===== src/rtl/dmem_arbiter.sv =====
// Round-robin arbiter/sequencer sharing the single-port data memory between the CPU (port 0) and loader (port 1).
// Define DMEM_ARB_PERF_EN to add grant and conflict counters.
module dmem_arbiter #(
    parameter int ADDRESS_WIDTH = 16,
    parameter int DATA_WIDTH    = 32
) (
    input  logic                     Clk,
    input  logic                     Reset,
    input  logic                     Req0,
    input  logic                     Write0,
    input  logic [ADDRESS_WIDTH-1:0] Addr0,
    input  logic [DATA_WIDTH-1:0]    WData0,
    output logic                     Ack0,
    input  logic                     Req1,
    input  logic                     Write1,
    input  logic [ADDRESS_WIDTH-1:0] Addr1,
    input  logic [DATA_WIDTH-1:0]    WData1,
    output logic                     Ack1,
    output logic [DATA_WIDTH-1:0]    RData,
    output logic [ADDRESS_WIDTH-1:0] MemAddress,
    output logic [DATA_WIDTH-1:0]    MemWriteData,
    output logic                     MemWrite,
    input  logic [DATA_WIDTH-1:0]    MemData
`ifdef DMEM_ARB_PERF_EN
    ,
    output logic [31:0]              GrantCount0,
    output logic [31:0]              GrantCount1,
    output logic [31:0]              ConflictCount
`endif
);

    typedef enum logic [1:0] {
        IDLE,
        ACCESS,
        RESP
    } state_t;

    state_t state;
    state_t next_state;
    logic   grant_valid;
    logic   grant_port;
    logic   last_grant;
    logic   cur_port;
    logic   lat_write;

    always_comb begin
        next_state  = state;
        grant_valid = 1'b0;
        grant_port  = 1'b0;
        case (state)
            IDLE: begin
                if (Req0 && Req1) begin
                    grant_valid = 1'b1;
                    grant_port  = ~last_grant;
                end else if (Req0) begin
                    grant_valid = 1'b1;
                    grant_port  = 1'b0;
                end else if (Req1) begin
                    grant_valid = 1'b1;
                    grant_port  = 1'b1;
                end
                if (grant_valid) begin
                    next_state = ACCESS;
                end
            end
            ACCESS:  next_state = RESP;
            RESP:    next_state = IDLE;
            default: next_state = IDLE;
        endcase
    end

    // MemAddress/MemWriteData double as the request latch, so the bus only moves at grant time.
    always_ff @(posedge Clk) begin
        if (Reset) begin
            state        <= IDLE;
            last_grant   <= 1'b1;
            cur_port     <= 1'b0;
            lat_write    <= 1'b0;
            MemAddress   <= '0;
            MemWriteData <= '0;
            RData        <= '0;
            Ack0         <= 1'b0;
            Ack1         <= 1'b0;
        end else begin
            state <= next_state;
            Ack0  <= (state == ACCESS) && !cur_port;
            Ack1  <= (state == ACCESS) && cur_port;
            if (grant_valid) begin
                cur_port     <= grant_port;
                last_grant   <= grant_port;
                lat_write    <= grant_port ? Write1 : Write0;
                MemAddress   <= grant_port ? Addr1 : Addr0;
                MemWriteData <= grant_port ? WData1 : WData0;
            end
            if ((state == ACCESS) && !lat_write) begin
                RData <= MemData;
            end
        end
    end

    // Gated by Reset so an aborted write never reaches the memory.
    assign MemWrite = (state == ACCESS) && lat_write && !Reset;

`ifdef DMEM_ARB_PERF_EN
    always_ff @(posedge Clk) begin
        if (Reset) begin
            GrantCount0   <= '0;
            GrantCount1   <= '0;
            ConflictCount <= '0;
        end else if (grant_valid) begin
            if (grant_port) begin
                GrantCount1 <= GrantCount1 + 32'd1;
            end else begin
                GrantCount0 <= GrantCount0 + 32'd1;
            end
            if (Req0 && Req1) begin
                ConflictCount <= ConflictCount + 32'd1;
            end
        end
    end
`endif

endmodule


===== config.mk =====
export PLATFORM = sky130hd
export DESIGN_NAME = dmem_arbiter
export DESIGN_NICKNAME = d
export VERILOG_FILES = /design/src/rtl/dmem_arbiter.sv
export SDC_FILE = /design/constraint.sdc
export NUM_CORES = 1
export LEC_CHECK = 0
export BUFFER_PORTS_ARGS = -buffer_cell sky130_fd_sc_hd__buf_2
export CORE_ASPECT_RATIO = 1.4
export CORE_MARGIN = 2
export CORE_UTILIZATION = 39
export DETAILED_ROUTE_END_ITERATION = 8
export GPL_TIMING_DRIVEN = 0
export PLACE_DENSITY = 0.81
export SLEW_MARGIN = 20
export SYNTH_ARGS = -nofsm -noshare
export SYNTH_HDL_FRONTEND = slang
export SYNTH_SLANG_ARGS = --single-unit

===== constraint.sdc =====
create_clock -name Clk -period 1.9 [get_ports Clk]
set_clock_uncertainty 0.2 [all_clocks]
set_input_delay 0.095 -clock Clk [delete_from_list [all_inputs] [get_ports Clk]]
set_output_delay 0.095 -clock Clk [all_outputs]
set_load 0.01 [all_outputs]

==> results of run 1 <==
-- worst max-delay path, delay by kind of cell (launching register included) --
family	cells	cell delay, ns
AO/OA/AOI/OAI	1	0.38
AND/OR/NAND/NOR	2	0.68
buffers and inverters	1	0.23
flip-flops	1	0.35
-- cells by family (layout without fill, tap and decap cells) --
| kind of cell | count (synthesis) | in the layout |
|---|---|---|
| compound gates | 138 | 138 |
| buf+inv | 87 | 453 |
| flops | 87 | 87 |
| other cells | 0 | 1 |
| simple gates | 123 | 123 |
-- power breakdown --
part	switching (µW)	internal (µW)
registers	106	1990
logic	732	666
clock network	701	1220
-- cells in the mapped netlist, drive strengths merged, types with 2 or more instances --
cell type   n
inv        50
o32ai      48
a21oi      81
buf         8
o21ai       3
nor3b       2
nand2      65
dfxtp      87
clkbuf     29
nor2       50
and2        2
-- cell type report --
type / instances / area [µm²] / share of cell area [%]
multi-input combinational: 261 / 1660 / 24.7
sequential: 87 / 1750 / 26.0
tap: 107 / 134 / 1.99
timing repair buffer: 351 / 2450 / 36.6
clock buffer: 13 / 260 / 3.88
inverter: 50 / 188 / 2.80
clock inverter: 3 / 65.1 / 0.969
antenna: 1 / 2.50 / 0.0373
buffer: 36 / 203 / 3.02
-- per-stage QoR --
stage                     utilization, %  total power, µW  hold slack (ns)  cells  TNS, ns
after floorplan                        -             2640           0.0310    435        0
after global placement              53.3             3030            0.139    758    -1.87
after detailed placement            53.3             3060            0.141    758    -2.04
after CTS                           71.7             5180          0.00902    903        0
after global routing                75.2             5600           0.0490    908   -0.876
final                               75.2             5420           0.0149    909   -0.114
-- cells in the final DEF, fill, tap and decap left out, types with 8 or more instances in the layout --
cell / n
buf_2: 219
dlygate4sd3_1: 130
dfxtp_1: 86
a21oi_1: 81
nand2_1: 65
inv_1: 50
nor2_1: 49
o32ai_1: 25
clkbuf_2: 17
o32ai_2: 15
clkbuf_1: 13
clkbuf_16: 11
o32ai_4: 8
-- final timing paths --
kind	from	to	slack, ns	cells after the start
worst max register to register	state[1]	MemAddress[5]	-0.07	4
worst min-delay path	Req1	cur_port	0.01	4
worst min register to register	cur_port	Ack0	0.25	1
worst max-delay path	state[1]	MemAddress[5]	-0.07	4
-- metal layers --
| metal | global-route usage (%) | up-vias | wire, µm |
|---|---|---|---|
| li1 | - | 2207 | - |
| met1 | 30.8 | 2261 | 5710 |
| met2 | 55.0 | 441 | 8520 |
| met3 | 8.56 | 148 | 1740 |
| met4 | 21.8 | 0 | 1360 |
| met5 | 0 | - | 0 |
-- registers in the layout, indices dropped and copies added (netlist names) --
name / count
state: 2
cur_port: 1
lat_write: 1
RData: 32
last_grant: 1
Ack0: 1
MemWriteData: 32
MemAddress: 16
Ack1: 1
-- repair_timing --
action,CTS,global route
setup buffers,0,3
pin swaps,0,7
hold buffers,130,0
resized for setup,7,62
hold endpoints to repair,81,0
cloned,0,2
setup endpoints to repair,40,78
==> impl_results.md, run 1 <==
- Post-Synth XOR/XNOR Area: 0%
- Slew Viols, Final: 0
- Placed Area: 0.00476 mm²
- Die footprint: 0.00987 mm²
- Post-synthesis net count: 569
- Outcome: finished, violations left
- Static Leak: 0.00308 µW
- Power density over cell area: 807 mW/mm²
- Dominant synthesized flop cell: dfxtp_1
- Tcrit/Tclk final: 104%
- Nets: 930
- Number of fill cells in the layout: 549
- Final min period: 1.97 ns
- Worst Setup Start Kind: flop
- Top post-synthesis cells by area: dfxtp_1 49%, a21oi_1 11%, o32ai_1 9.4%, nand2_1 6.9%, inv_1 5.3%
- Clock sinks: 87
- Post-Synth Adder-Cell Area: 0%
- Total gr overflow: 0
- Post-synth top area share: 49.2%
- Core Box Area: 0.00893 mm²
- Design area: 0.00671 mm²
- DR iter-0 viols: 427
- FFs w/ async S/R, synth: 0%
- Via count: 5057
- Mapped Cells: 435
- WP data arrival: 1.99 ns
- Worst Max-Slew Pin Slew: 0.511 ns
- Number of buffers added on ports: 216
- Setup-failing EPs final: 6
- Clk slew on worst S/H paths: 0.06 ns
- Mux share of post-synthesis cell area: 0%
- Worst setup EP type: flop
- EDFF count, synth: 0
- Vias in the first global route: 5210
- Hold Crit Class: in2reg
- Gr usage total: 30.8%
- # DRC: 0
- Post-Place Worst Slack: -0.122 ns
- TritonCTS buffer count: 9
- Distinct cells, synth: 24
- Slew margin rel.: 65.9%
- Final WL: 17.3 mm
- H-tree depth: 3
- Io pins: 217
- Maximum clock path buffer count: 2
- Failing checks: setup timing
- Worst-path maximum fanout: 10
- Mapped Area: 0.00354 mm²
- Area overhead of the layout relative to synthesis: 89.4%
- Synth Area in Compound Gates: 27.3%
- VDD IR-drop max: 557 µV
- HPWL Detailed: 8.30 mm
- Syn_area_per_cell: 8.15 µm²
- TritonRoute pass-1 iters: 5
- Drt wl/cell: 19.1 µm
- CP required: 1.92 ns
- Layout cells sized above 1: 36.3%
- Pin count of the biggest net entering global routing: 14
- Synth warn: 0
- Initial antenna violation count: 0
- Starting Density: 39.7%
- Final Wtd Congestion: 0.809
- First-pass GRT wire length: 24.2 mm
- Largest family of logic cells by synthesized area: compound AO/OA/AOI/OAI gates
- Area leader, netlist: dfxtp_1
- Via-to-Cell Ratio: 5.56
- Crit path largest cell delay: 0.42 ns
- Antenna Nets Post-Route: 0
- Seq cells post-synth: 87
- CTS tree: done
- Final Hold Fails: 0
- Slowest cell on crit path: or3_4
- RSZ-0062 raised after global routing: true
- Sequential-to-total area share from yosys stat: 49.2%
- Post-Synth Simple-Gate Area: 13.7%
- Final WS setup: -0.0667 ns
- Kind of critical path: reg2reg
- Max frequency: 508 MHz
- Worst-Skew Late Latency: 0.34 ns
- Crit-path cells: or2_4 > or3_4 > buf_2 > o32ai_1
- Max-cap violations: 0
- DIE HEIGHT: 117 µm
- Die extent in x: 84.6 µm
- Root Driver: clkbuf_16
- Std cell rows: 41
Power figures use the tool's default switching activity.
==> inputs of run 2 (changes only) <==
--- a/config.mk
+++ b/config.mk
@@ -12,6 +12,7 @@
 export DETAILED_ROUTE_END_ITERATION = 8
 export GPL_TIMING_DRIVEN = 0
 export PLACE_DENSITY = 0.81
+export RECOVER_POWER = 25
 export SLEW_MARGIN = 20
 export SYNTH_ARGS = -nofsm -noshare
 export SYNTH_HDL_FRONTEND = slang
==> run 2 against run 1 <==
Net effect:
- the flow still finishes with violations (setup timing)
- critical path type unchanged
- critical path depth stayed put
- final cell count is 0.11% higher
- highest routed layer unchanged
- die area unchanged
- largest power group unchanged
- routed wire length up 0.21%
==> impl_results.md, run 2 (synthesis results as in run 1) <==
- Number of buffers added on ports: 216 (unchanged)
- Outcome: finished, violations left (unchanged)
- Final WS setup: -0.0355 ns (was -0.0667 ns)
- Final Hold Fails: 0 (unchanged)
- Slew margin rel.: 66.1% (was 65.9%)
- # DRC: 0 (unchanged)
- TritonRoute pass-1 iters: 6 (was 5)
- Std cell rows: 41 (unchanged)
- Nets: 930 (unchanged)
- Final Wtd Congestion: 0.809 (unchanged)
- Die extent in x: 84.6 µm (unchanged)
- Gr usage total: 30.8% (unchanged)
- Hold slack final: 0.0155 ns (was 0.0149 ns)
- CTS tree: done (unchanged)
- Power density over cell area: 810 mW/mm² (was 807 mW/mm²)
- DR iter-0 viols: 417 (was 427)
- Vias in the first global route: 5210 (unchanged)
- Worst Setup Start Kind: flop (unchanged)
- Crit-path cells: or2_4 > or3_4 > buf_2 > o32ai_1 (unchanged)
- R2r endpoint: MemAddress[5] (unchanged)
- Clock sinks: 87 (unchanged)
- Drt wl/cell: 19.1 µm (about the same)
- TritonCTS buffer count: 9 (unchanged)
- Final min period: 1.94 ns (was 1.97 ns)
- Biggest regs: MemWriteData x32, RData x32, MemAddress x16 (unchanged)
- Final TNS setup: -0.0855 ns (was -0.114 ns)
- Failing checks: setup timing (unchanged)
- Commonest non-fill, non-tap cell in the layout: buf_2 (unchanged)
- Maximum clock path buffer count: 2 (unchanged)
- Register-to-register setup slack: -0.04 ns (was -0.07 ns)
- Reg2reg path depth: 4 (unchanged)
- Root Driver: clkbuf_16 (unchanged)
- Final WL: 17.4 mm (was 17.3 mm)
- First-pass GRT wire length: 24.2 mm (unchanged)
- H-tree depth: 3 (unchanged)
- RSZ-0062 raised after global routing: true (unchanged)
- DIE HEIGHT: 117 µm (unchanged)
- Worst-Skew Late Latency: 0.34 ns (about the same)
- Starting Density: 39.7% (unchanged)
- Crit path largest cell delay: 0.42 ns (about the same)
- Setup-failing EPs final: 6 (unchanged)
- Worst Max-Slew Pin Slew: 0.508 ns (was 0.511 ns)
- Max-cap violations: 0 (unchanged)
- Hold Crit Endpoint: cur_port (unchanged)
- Slew Viols, Final: 0 (unchanged)
- Antenna Nets Post-Route: 0 (unchanged)
- Worst setup EP type: flop (unchanged)
- Via count: 5096 (was 5057)
- Die footprint: 0.00987 mm² (unchanged)
- Total gr overflow: 0 (unchanged)
- Static Leak: 0.00293 µW (was 0.00308 µW)
- Io pins: 217 (unchanged)
- Initial antenna violation count: 0 (unchanged)
- Worst r2r src: state[1] (unchanged)
- Clk slew on worst S/H paths: 0.06 ns (about the same)
- CP required: 1.93 ns (was 1.92 ns)
- Max frequency: 517 MHz (was 508 MHz)
- VDD IR-drop max: 556 µV (was 557 µV)
- Area overhead of the layout relative to synthesis: 88.2% (was 89.4%)
- Hold Crit Class: in2reg (unchanged)
- Layout cells sized above 1: 31.6% (was 36.3%)
- Tcrit/Tclk final: 102% (was 104%)
- CP bufs+invs: 1 (unchanged)
- WP data arrival: 1.96 ns (was 1.99 ns)
- Via-to-Cell Ratio: 5.60 (was 5.56)
- Hold path cells: 4 (unchanged)
- Commonest cells after routing, fill and taps aside: 181 x buf_2, 130 x dlygate4sd3_1, 86 x dfxtp_1 (was 219 x buf_2, 130 x dlygate4sd3_1, 86 x dfxtp_1)
- Total power: 5400 µW (was 5420 µW)
- Pin count of the biggest net entering global routing: 14 (unchanged)
- Slowest cell on crit path: or3_4 (unchanged)
- HPWL Detailed: 8.30 mm (unchanged)
- Hold path start: Req1 (unchanged)
- Core Box Area: 0.00893 mm² (unchanged)
- Worst-path maximum fanout: 10 (unchanged)
- Kind of critical path: reg2reg (unchanged)
- Crit path max-delay family: simple AND/OR/NAND/NOR gates (unchanged)
## run 2: cell types whose count changed in the layout (fill, tap and decap cells not counted), sizes merged
cell    delta
diode      +1
buf       -38
clkbuf    +38
## run 2: worst min-delay path, cell delays in order
cell,delay (ns)
buf_2,0.10
nor2_1,0.09
o21ai_0,0.15
a21oi_1,0.06
## run 2: worst max-delay path by stage
| stage | startpoint | to | slack, ns | depth (start not counted) |
|---|---|---|---|---|
| floorplan | state[1] | MemAddress[0] | 0.07 | 6 |
| global placement | state[1] | MemAddress[5] | -0.14 | 5 |
| detailed placement | state[1] | MemAddress[11] | -0.12 | 5 |
| CTS | state[1] | MemWriteData[29] | 0.009 | 5 |
| global route | state[1] | MemAddress[5] | -0.11 | 4 |
| finish | state[1] | MemAddress[5] | -0.04 | 4 |
## run 2: metal layers
metal | vias up | share of wire (%) | GRT usage (%)
li1 | 2205 | - | -
met1 | 2277 | 32 | 30.8
met2 | 462 | 49 | 55.0
met3 | 152 | 11 | 8.56
met4 | 0 | 8.0 | 21.8
met5 | - | 0 | 0
## run 2: repair_timing
item,CTS,global route
setup buffers,0,3
hold buffers,130,0
pin swaps,0,7
endpoints found under the setup margin,40,78
hold endpoints to repair,81,0
resized for setup,7,62
gates cloned,0,2
## run 2: final cells by class
| class | instances | area [µm²] |
|---|---|---|
| Clock buffer | 13 | 260 |
| Antenna cell | 2 | 5.00 |
| Tap cell | 107 | 134 |
| Buffer | 36 | 203 |
| Timing Repair Buffer | 351 | 2410 |
| Fill cell | 572 | 2260 |
| Sequential cell | 87 | 1750 |
| Inverter | 50 | 188 |
| Clock inverter | 3 | 65.1 |
| Multi-Input combinational cell | 261 | 1660 |
## run 2: where the power goes
part,switching (µW),total (µW),internal [µW]
Sequential,108,2100,1990
Combinational,732,1380,650
Clock,697,1920,1220
Total,1540,5400,3860
## run 2: through the flow
step	utilization [%]	worst slack, ns	std cells	instance area (µm²)
after floorplan	-	0.0705	435	3540
after global routing	74.6	-0.107	908	6660
after global placement	53.3	-0.139	758	4760
final	74.7	-0.0355	910	6670
after CTS	71.7	0.00880	903	6400
after detailed placement	53.3	-0.122	758	4760
